**src/rtl/gray_dec_arbiter_if.sv**
```systemverilog
// Bus bundle for gray_dec_arbiter: NREQ gray-coded request channels in, one
// decoded result channel out, plus read-only debug taps of the arbiter state.
//
// Handshake semantics (all channels): a word transfers on a rising clk edge
// where valid && ready are both high. A source holds valid and its data stable
// until that edge; ready may depend combinationally on valid, never the
// reverse. The arbiter raises at most one req_ready bit per cycle.
interface gray_dec_arbiter_if #(
    parameter int SIZE = 8,
    parameter int NREQ = 4,
    parameter int IDW  = 2
);
    logic [NREQ-1:0]      req_valid;
    logic [NREQ*SIZE-1:0] req_gray;
    logic [NREQ-1:0]      req_ready;
    logic                 out_valid;
    logic                 out_ready;
    logic [SIZE-1:0]      out_bin;
    logic [IDW-1:0]       out_id;
    // Debug taps: output FSM state (1 = FULL) and round-robin pointer.
    logic                 dbg_state;
    logic [IDW-1:0]       dbg_ptr;

    // Requesters and consumer side.
    modport master (
        output req_valid, req_gray, out_ready,
        input  req_ready, out_valid, out_bin, out_id, dbg_state, dbg_ptr
    );

    // Arbiter/decoder side.
    modport slave (
        input  req_valid, req_gray, out_ready,
        output req_ready, out_valid, out_bin, out_id, dbg_state, dbg_ptr
    );
endinterface

```
**src/rtl/gray_dec_arbiter.sv**
```systemverilog
// gray_dec_arbiter: round-robin arbiter in front of one registered
// gray-to-binary decode stage. One result per cycle while out_ready stays high;
// each result carries the index of the requester that produced it.
// Optional feature macro: GRAY_DEC_ARB_CNT_EN adds a 16-bit wrapping count of
// completed output handshakes on port grant_cnt.
module gray_dec_arbiter #(
    parameter int SIZE = 8,
    parameter int NREQ = 4,
    parameter int IDW  = 2
) (
    input  logic clk,
    input  logic rst,
    gray_dec_arbiter_if.slave bus
`ifdef GRAY_DEC_ARB_CNT_EN
    ,
    output logic [15:0] grant_cnt
`endif
);

    typedef enum logic {
        EMPTY = 1'b0,
        FULL  = 1'b1
    } state_t;

    state_t          state;
    logic [IDW-1:0]  ptr;
    logic            out_valid_q;
    logic [SIZE-1:0] out_bin_q;
    logic [IDW-1:0]  out_id_q;

    logic            accept;
    logic            grant_any;
    logic [IDW-1:0]  grant_idx;
    logic [NREQ-1:0] grant_vec;
    logic [SIZE-1:0] sel_gray;
    int              scan;

    // Binary bit k is the XOR of all gray bits from the MSB down to k.
    function automatic logic [SIZE-1:0] gray2bin(input logic [SIZE-1:0] g);
        logic [SIZE-1:0] b;
        b[SIZE-1] = g[SIZE-1];
        for (int k = SIZE - 2; k >= 0; k--) begin
            b[k] = b[k+1] ^ g[k];
        end
        return b;
    endfunction

    // The output register can take a new word when empty or being drained now.
    assign accept = (state == EMPTY) || bus.out_ready;

    // Round-robin search from ptr upward with wrap; first valid requester wins.
    // Gated by rst so no handshake completes during the reset cycle.
    always_comb begin
        grant_any = 1'b0;
        grant_idx = '0;
        grant_vec = '0;
        scan      = 0;
        if (accept && !rst) begin
            for (int off = 0; off < NREQ; off++) begin
                scan = int'(ptr) + off;
                if (scan >= NREQ) begin
                    scan = scan - NREQ;
                end
                if (!grant_any && bus.req_valid[scan]) begin
                    grant_any = 1'b1;
                    grant_idx = IDW'(scan);
                end
            end
            if (grant_any) begin
                grant_vec[grant_idx] = 1'b1;
            end
        end
    end

    // Pick the granted requester's gray word for the decoder.
    always_comb begin
        sel_gray = bus.req_gray[grant_idx*SIZE +: SIZE];
    end

    // Output FSM, result register and round-robin pointer.
    always_ff @(posedge clk) begin
        if (rst) begin
            state       <= EMPTY;
            out_valid_q <= 1'b0;
            out_bin_q   <= '0;
            out_id_q    <= '0;
            ptr         <= '0;
        end else if (accept) begin
            if (grant_any) begin
                state       <= FULL;
                out_valid_q <= 1'b1;
                out_bin_q   <= gray2bin(sel_gray);
                out_id_q    <= grant_idx;
                ptr         <= (grant_idx == IDW'(NREQ - 1)) ? '0 : grant_idx + 1'b1;
            end else begin
                state       <= EMPTY;
                out_valid_q <= 1'b0;
            end
        end
    end

    assign bus.req_ready = grant_vec;
    assign bus.out_valid = out_valid_q;
    assign bus.out_bin   = out_bin_q;
    assign bus.out_id    = out_id_q;
    assign bus.dbg_state = state;
    assign bus.dbg_ptr   = ptr;

`ifdef GRAY_DEC_ARB_CNT_EN
    // Count completed output handshakes; wraps freely at 16 bits.
    always_ff @(posedge clk) begin
        if (rst) begin
            grant_cnt <= '0;
        end else if (out_valid_q && bus.out_ready) begin
            grant_cnt <= grant_cnt + 16'd1;
        end
    end
`endif

endmodule
```
**src/flat_wrapper.sv**
```systemverilog
// flat-port wrapper written by rule: the top's interface ports become plain ports
module gray_dec_arbiter_flat 
#(
    parameter int SIZE = 8,
    parameter int NREQ = 4,
    parameter int IDW  = 2
)
  (clk, rst, bus_req_valid, bus_req_gray, bus_out_ready, bus_req_ready, bus_out_valid, bus_out_bin, bus_out_id, bus_dbg_state, bus_dbg_ptr);
  gray_dec_arbiter_if #(.SIZE(SIZE), .NREQ(NREQ), .IDW(IDW)) bus_i ();
  input  logic clk;
  input  logic rst;
  input wire logic [$bits(bus_i.req_valid)-1:0] bus_req_valid;
  input wire logic [$bits(bus_i.req_gray)-1:0] bus_req_gray;
  input wire logic [$bits(bus_i.out_ready)-1:0] bus_out_ready;
  output wire logic [$bits(bus_i.req_ready)-1:0] bus_req_ready;
  output wire logic [$bits(bus_i.out_valid)-1:0] bus_out_valid;
  output wire logic [$bits(bus_i.out_bin)-1:0] bus_out_bin;
  output wire logic [$bits(bus_i.out_id)-1:0] bus_out_id;
  output wire logic [$bits(bus_i.dbg_state)-1:0] bus_dbg_state;
  output wire logic [$bits(bus_i.dbg_ptr)-1:0] bus_dbg_ptr;
  assign bus_i.req_valid = bus_req_valid;
  assign bus_i.req_gray = bus_req_gray;
  assign bus_i.out_ready = bus_out_ready;
  assign bus_req_ready = bus_i.req_ready;
  assign bus_out_valid = bus_i.out_valid;
  assign bus_out_bin = bus_i.out_bin;
  assign bus_out_id = bus_i.out_id;
  assign bus_dbg_state = bus_i.dbg_state;
  assign bus_dbg_ptr = bus_i.dbg_ptr;
  gray_dec_arbiter #(.SIZE(SIZE), .NREQ(NREQ), .IDW(IDW)) u_core (.clk(clk), .rst(rst), .bus(bus_i));
endmodule
```
**config.mk**
```make
export PLATFORM = sky130hd
export DESIGN_NAME = gray_dec_arbiter_flat
export DESIGN_NICKNAME = d
export VERILOG_FILES = /design/src/rtl/gray_dec_arbiter_if.sv /design/src/rtl/gray_dec_arbiter.sv /design/src/flat_wrapper.sv
export SDC_FILE = /design/constraint.sdc
export NUM_CORES = 1
export LEC_CHECK = 0
export ABC_AREA = 1
export CORE_MARGIN = 2
export CORE_UTILIZATION = 47
export CTS_BUF_LIST = sky130_fd_sc_hd__clkbuf_4 sky130_fd_sc_hd__clkbuf_8
export DETAILED_ROUTE_END_ITERATION = 10
export PLACE_DENSITY = 0.88
export SLEW_MARGIN = 20
export SYNTH_ARGS = -nofsm -noshare
export SYNTH_HDL_FRONTEND = slang
export SYNTH_SLANG_ARGS = --single-unit
```
**constraint.sdc**
```tcl
create_clock -name clk -period 8.1 [get_ports clk]
set_input_delay 2.43 -clock clk [delete_from_list [all_inputs] [get_ports clk]]
set_output_delay 2.43 -clock clk [all_outputs]
set_load 0.02 [all_outputs]
```
==> results.py, run 1 <==
metrics = {
    "run_status": {
        "status": "completed",
    },
    "clock_network": {
        "clkTransAtPathRegs_ns": 0.08,
        "numCtsBuffers": 3,
        "cts_tree": "done",
        "holdBufCountCts": 0,
        "cts_buffer_depth": 2,
        "cts-htree-levels": 1,
        "clock_latency_ns": 0.28,
        "postCtsResizedCells": 0,
        "root_buffer": "clkbuf_4",
        "cts.sinks": 13,
        "postCtsSetupBuffers": 0,
    },
    "critical_path": {
        "critical_path.startpoint_type": "input port",
        "crit_start": "bus_req_valid[2]",
        "worstPathRequired_ns": 5.67,
        "rr_endpoint": "u_core.bus.out_bin[0]$_SDFFE_PP0P_",
        "r2r-start": "u_core.bus.dbg_ptr[0]$_SDFFE_PP0P_",
        "cp-end-kind": "primary output",
        "path_max_fanout": 16,
        "r2r_slack_ns": 4.98,
        "crit_end": "bus_req_ready[2]",
        "worstPathArrival_ns": 4.66,
        "worstRegToRegCells": 23,
        "critPathKind": "in -> out",
    },
    "global_route": {
        "gr-usage-met2_pct": 38.1,
        "grt_pass1_vias": 1419,
        "grt_max_degree": 19,
        "grt_use_total_pct": 21.1,
        "grt_pass1_wl_um": 5630,
        "top_usage_layer": "met2",
        "antenna_found_initial": 0,
        "met1_usage_pct": 24.6,
        "grt_overflow_total": 0,
        "met3_usage_pct": 4.31,
    },
    "floorplan": {
        "pin_count": 57,
        "die_w_um": 57.3,
        "fp.dieArea_mm2": 0.00328,
        "fp.coreArea_mm2": 0.00273,
        "die_height_um": 57.3,
        "start_util_pct": 48.8,
        "num_rows": 19,
    },
    "placement": {
        "io_buffers": 56,
        "gp_congestion": 0.909,
        "pre_cts_slack_ns": 1.00,
        "place_hpwl_um": 2610,
    },
    "synthesis": {
        "yosys_warnings": 0,
        "synth_seq_area_share_pct": 19.5,
        "ys_top_cells_by_area": "dfxtp_1, nand2_1, nand3_1",
        "synth_common_cells": "nand2_1, nand3_1, inv_1",
        "synthFlopType": "dfxtp_1",
        "synth_top_area_share_pct": 19.5,
        "yosysTopAreaCell": "dfxtp_1",
        "avgSynthCellArea_um2": 6.04,
        "synth_most_common_cell": "nand2_1",
        "synth_nets": 260,
        "syn-instance-count": 221,
        "ys_seq_elements": 13,
        "synth_cell_types": 29,
        "async_flop_share_pct": 0,
        "mappedNetlistArea_mm2": 0.00133,
        "synth_edf_count": 0,
    },
    "worst_hold_path": {
        "min_from": "u_core.bus.out_id[1]$_SDFFE_PP0P_",
        "hold_class": "reg -> reg",
        "holdPathStages": 2,
    },
    "power_and_ir_drop": {
        "p_seq_share_pct": 14.6,
        "power.density_mw_per_mm2": 408,
        "pwr-share-clk_pct": 5.7,
        "swShare_pct": 56.1,
        "p_leak_nw": 0.914,
        "p_switching_mw": 0.439,
        "comb_power_share_pct": 79.8,
        "p_int_mw": 0.343,
        "peakVddDrop_uv": 277,
    },
    "route": {
        "dr.pass1.iters": 4,
        "drc_errors": 0,
        "drt-total-wl_um": 3310,
        "vias_per_cell": 5.11,
        "dr.first_iter.drc_count": 59,
        "wl_per_cell_um": 10.8,
        "postRouteAntennaNets": 0,
        "via_count": 1564,
    },
    "finish": {
        "area_growth_pct": 43.7,
        "seqCellArea_um2": 260,
        "diodes": 0,
        "multi_input_area_um2": 921,
        "fillers": 239,
        "drive_gt1_share_pct": 15.3,
        "layout.nets": 315,
    },
    "sta": {
        "timing.final.ws_setup_ns": 1.01,
        "timing.fmax_mhz": 141,
        "min_period_ns": 7.09,
        "finalSetupViolCount": 0,
        "tns_ns": 0,
        "clock_skew_ns": 0.00313,
        "timing.final.hold_violations": 0,
        "max-slew-margin-rel_pct": 67.6,
        "period_share_pct": 87.5,
        "grt_setup_unrepaired": "no",
        "tightest_slew_ns": 0.486,
        "slew_violations": 0,
    },
    "run": {
        "drv_cap": 0,
    },
}
-- metrics by stage --
stage               power, mW  std cells  instance area, µm²  util (%)  hold WS [ns]
floorplan               0.587        221                1330         -         0.536
global placement        0.717        302                1890      69.0         0.463
detailed placement      0.730        302                1890      69.0         0.462
CTS                     0.779        306                1920      70.1         0.474
global route            0.852        306                1920      70.1         0.500
finish                  0.782        306                1920      70.1         0.475
-- state kept, by name (all words and copies together) (netlist names) --
register and flops:
u_core.bus.out_bin 8, u_core.bus.out_id 2, u_core.bus.dbg_state 1, u_core.bus.dbg_ptr 2
-- final cells by class --
cell class,instances,area share [%]
clock buffers,4,1.57
inverters,26,5.55
multi-input cells,176,48.0
flip-flops and latches,13,13.6
well taps,31,2.02
repair buffers,56,29.2
-- power groups by stage --
stage                     Combinational (mW)  Sequential (mW)  Clock (mW)
after floorplan                        0.453            0.135           0
after CTS                              0.620            0.114      0.0442
after global placement                 0.602            0.116           0
after global routing                   0.686            0.118      0.0476
final                                  0.624            0.114      0.0442
after detailed placement               0.615            0.116           0
-- worst min path at each step --
stage	slack [ns]	end
2_1_floorplan	0.54	u_core.bus.out_id[1]$_SDFFE_PP0P_
3_3_place_gp	0.46	u_core.bus.out_id[1]$_SDFFE_PP0P_
3_5_place_dp	0.46	u_core.bus.out_id[1]$_SDFFE_PP0P_
4_1_cts	0.47	u_core.bus.out_id[1]$_SDFFE_PP0P_
5_1_grt	0.50	u_core.bus.out_id[1]$_SDFFE_PP0P_
6_report	0.48	u_core.bus.out_id[1]$_SDFFE_PP0P_
-- placed cells by master, fill, tap and decap left out, types with 4 or more instances in the layout --
cell type and instances:
o21ai_1 8, dfxtp_1 13, nand2_2 13, clkbuf_4 4, nor2_1 17, nand2_4 5
nand2_1 67, o21ai_0 13, a31oi_1 5, nand3_2 9, nand3_1 24, inv_1 19
clkdlybuf4s50_1 56, a21oi_1 4
-- cell families after synthesis --
group / Yosys count / share of synthesized area, %
buffers and inverters: 32 / 11.4
DFF: 13 / 19.5
and+or+nand+nor: 140 / 53.8
AOI/OAI and AO/OA: 36 / 15.2
-- critical path, cell delays in order --
cell	delay, ns
clkdlybuf4s50_1	0.48
inv_1	0.06
nand2_1	0.07
nand3_1	0.11
nand2_2	0.13
nor2_4	0.06
nand3_2	0.08
nand2_4	0.10
inv_4	0.18
nand2_1	0.12
nor2_1	0.20
clkdlybuf4s50_1	0.64
-- routing by layer --
metal / vias to the layer above / wire (µm)
li1: 825 / -
met1: 669 / 1420
met2: 58 / 1610
met3: 12 / 206
met4: 0 / 79
met5: - / 0
Power figures use the tool's default switching activity.
==> run 2: changes to the inputs <==
--- a/config.mk
+++ b/config.mk
@@ -6,6 +6,7 @@
 export NUM_CORES = 1
 export LEC_CHECK = 0
 export ABC_AREA = 1
+export CORE_ASPECT_RATIO = 1.2
 export CORE_MARGIN = 2
 export CORE_UTILIZATION = 47
 export CTS_BUF_LIST = sky130_fd_sc_hd__clkbuf_4 sky130_fd_sc_hd__clkbuf_8
==> results.py, run 2 (same netlist as run 1, synthesis figures left out) <==
metrics = {
    "global_route": {
        "grt_max_degree": 19,
        "grt_pass1_wl_um": 5640,
        "grt_pass1_vias": 1496,
        "grt_use_total_pct": 21.6,
        "grt_overflow_total": 0,
        "antenna_found_initial": 0,
    },
    "route": {
        "drc_errors": 0,
        "via_count": 1571,
        "dr.first_iter.drc_count": 33,
        "wl_per_cell_um": 10.6,
        "drt-total-wl_um": 3270,
        "vias_per_cell": 5.08,
        "dr.pass1.iters": 4,
        "postRouteAntennaNets": 0,
    },
    "finish": {
        "fin_cells": 309,
        "largest_reg_flops": 8,
        "fillers": 256,
        "diodes": 0,
        "mostFrequentLayoutCells": "nand2_1, clkdlybuf4s50_1, nand3_1",
        "final_common_cell": "nand2_1",
        "layout.nets": 315,
        "drive_gt1_share_pct": 15.3,
        "area_growth_pct": 44.0,
    },
    "sta": {
        "whs_ns": 0.479,
        "max-slew-margin-rel_pct": 67.4,
        "timing.final.hold_violations": 0,
        "finalSetupViolCount": 0,
        "tns_ns": 0,
        "grt_setup_unrepaired": "no",
        "timing.fmax_mhz": 141,
        "period_share_pct": 87.6,
        "clock_skew_ns": 0.00279,
        "tightest_slew_ns": 0.489,
        "slew_violations": 0,
        "min_period_ns": 7.10,
    },
    "clock_network": {
        "numCtsBuffers": 3,
        "root_buffer": "clkbuf_4",
        "holdBufCountCts": 0,
        "clock_latency_ns": 0.28,
        "cts.sinks": 13,
        "cts_buffer_depth": 2,
        "cts_tree": "done",
        "cts-htree-levels": 1,
        "clkTransAtPathRegs_ns": 0.08,
        "postCtsResizedCells": 0,
        "postCtsSetupBuffers": 0,
    },
    "power_and_ir_drop": {
        "p_leak_nw": 0.914,
        "power.density_mw_per_mm2": 402,
        "peakVddDrop_uv": 217,
    },
    "placement": {
        "placedCellCount": 305,
        "place_hpwl_um": 2640,
        "gp_congestion": 0.871,
        "io_buffers": 56,
    },
    "critical_path": {
        "critPathKind": "in -> out",
        "crit_start": "bus_req_valid[3]",
        "worstRegToRegCells": 21,
        "r2r_slack_ns": 5.04,
        "worstPathRequired_ns": 5.67,
        "worstPathArrival_ns": 4.67,
        "cp-end-kind": "primary output",
        "r2r-start": "u_core.bus.dbg_ptr[0]$_SDFFE_PP0P_",
        "rr_endpoint": "u_core.bus.out_bin[0]$_SDFFE_PP0P_",
        "path_max_fanout": 18,
        "critical_path.startpoint_type": "input port",
    },
    "worst_hold_path": {
        "hold_end": "u_core.bus.out_id[1]$_SDFFE_PP0P_",
        "hold_class": "reg -> reg",
        "min_from": "u_core.bus.out_id[1]$_SDFFE_PP0P_",
        "holdPathStages": 2,
    },
    "floorplan": {
        "pin_count": 57,
        "fp.coreArea_mm2": 0.00276,
        "die_height_um": 62.4,
        "num_rows": 21,
        "die_w_um": 52.6,
        "start_util_pct": 48.3,
        "fp.dieArea_mm2": 0.00328,
    },
    "run": {
        "drv_cap": 0,
    },
    "run_status": {
        "status": "completed",
    },
}
## run 2: how the worst max path moves through the flow
stage	to	cells past startpoint
final	bus_req_ready[1]	12
after global routing	bus_req_ready[1]	12
after CTS	bus_req_ready[1]	12
after detailed placement	bus_req_ready[1]	12
after global placement	bus_req_ready[1]	12
after floorplan	bus_req_ready[3]	12
## run 2: critical path, cell delays in order
cell             delay, ns
clkdlybuf4s50_1       0.47
inv_1                 0.05
nand2_1               0.07
nand3_1               0.11
nand2_1               0.10
inv_1                 0.08
nand3_2               0.10
nand2_4               0.11
nor2_4                0.36
nand2_1               0.13
inv_1                 0.07
clkdlybuf4s50_1       0.59
## run 2: stage by stage
step	total power, mW	setup slack (ns)	util [%]	area [µm²]
2_1_floorplan	0.587	2.09	-	1330
3_3_place_gp	0.715	1.06	68.5	1890
3_5_place_dp	0.727	1.01	68.5	1890
4_1_cts	0.773	1.00	69.6	1920
5_1_grt	0.845	0.836	69.6	1920
6_report	0.773	1.00	69.6	1920
## run 2: routing by layer
layer | up-vias | global-route usage, % | wire length, µm
met5 | - | 0 | 0
met3 | 5 | 2.16 | 172
met2 | 61 | 41.4 | 1690
li1 | 826 | - | -
met1 | 679 | 23.2 | 1370
met4 | 0 | 7.05 | 42
## run 2: final cells by class
type,instances,area [µm²],area share [%]
Sequential cell,13,260,13.6
Timing Repair Buffer,56,561,29.2
Multi-Input combinational cell,176,921,47.9
Tap cell,34,42.5,2.21
Clock buffer,4,30.0,1.56
Inverter,26,106,5.54
## run 2: where the power goes
part	switching, mW	internal (mW)	total, mW
combinational	0.383	0.231	0.614
sequential	0.0247	0.0893	0.114
clock	0.0222	0.0225	0.0447
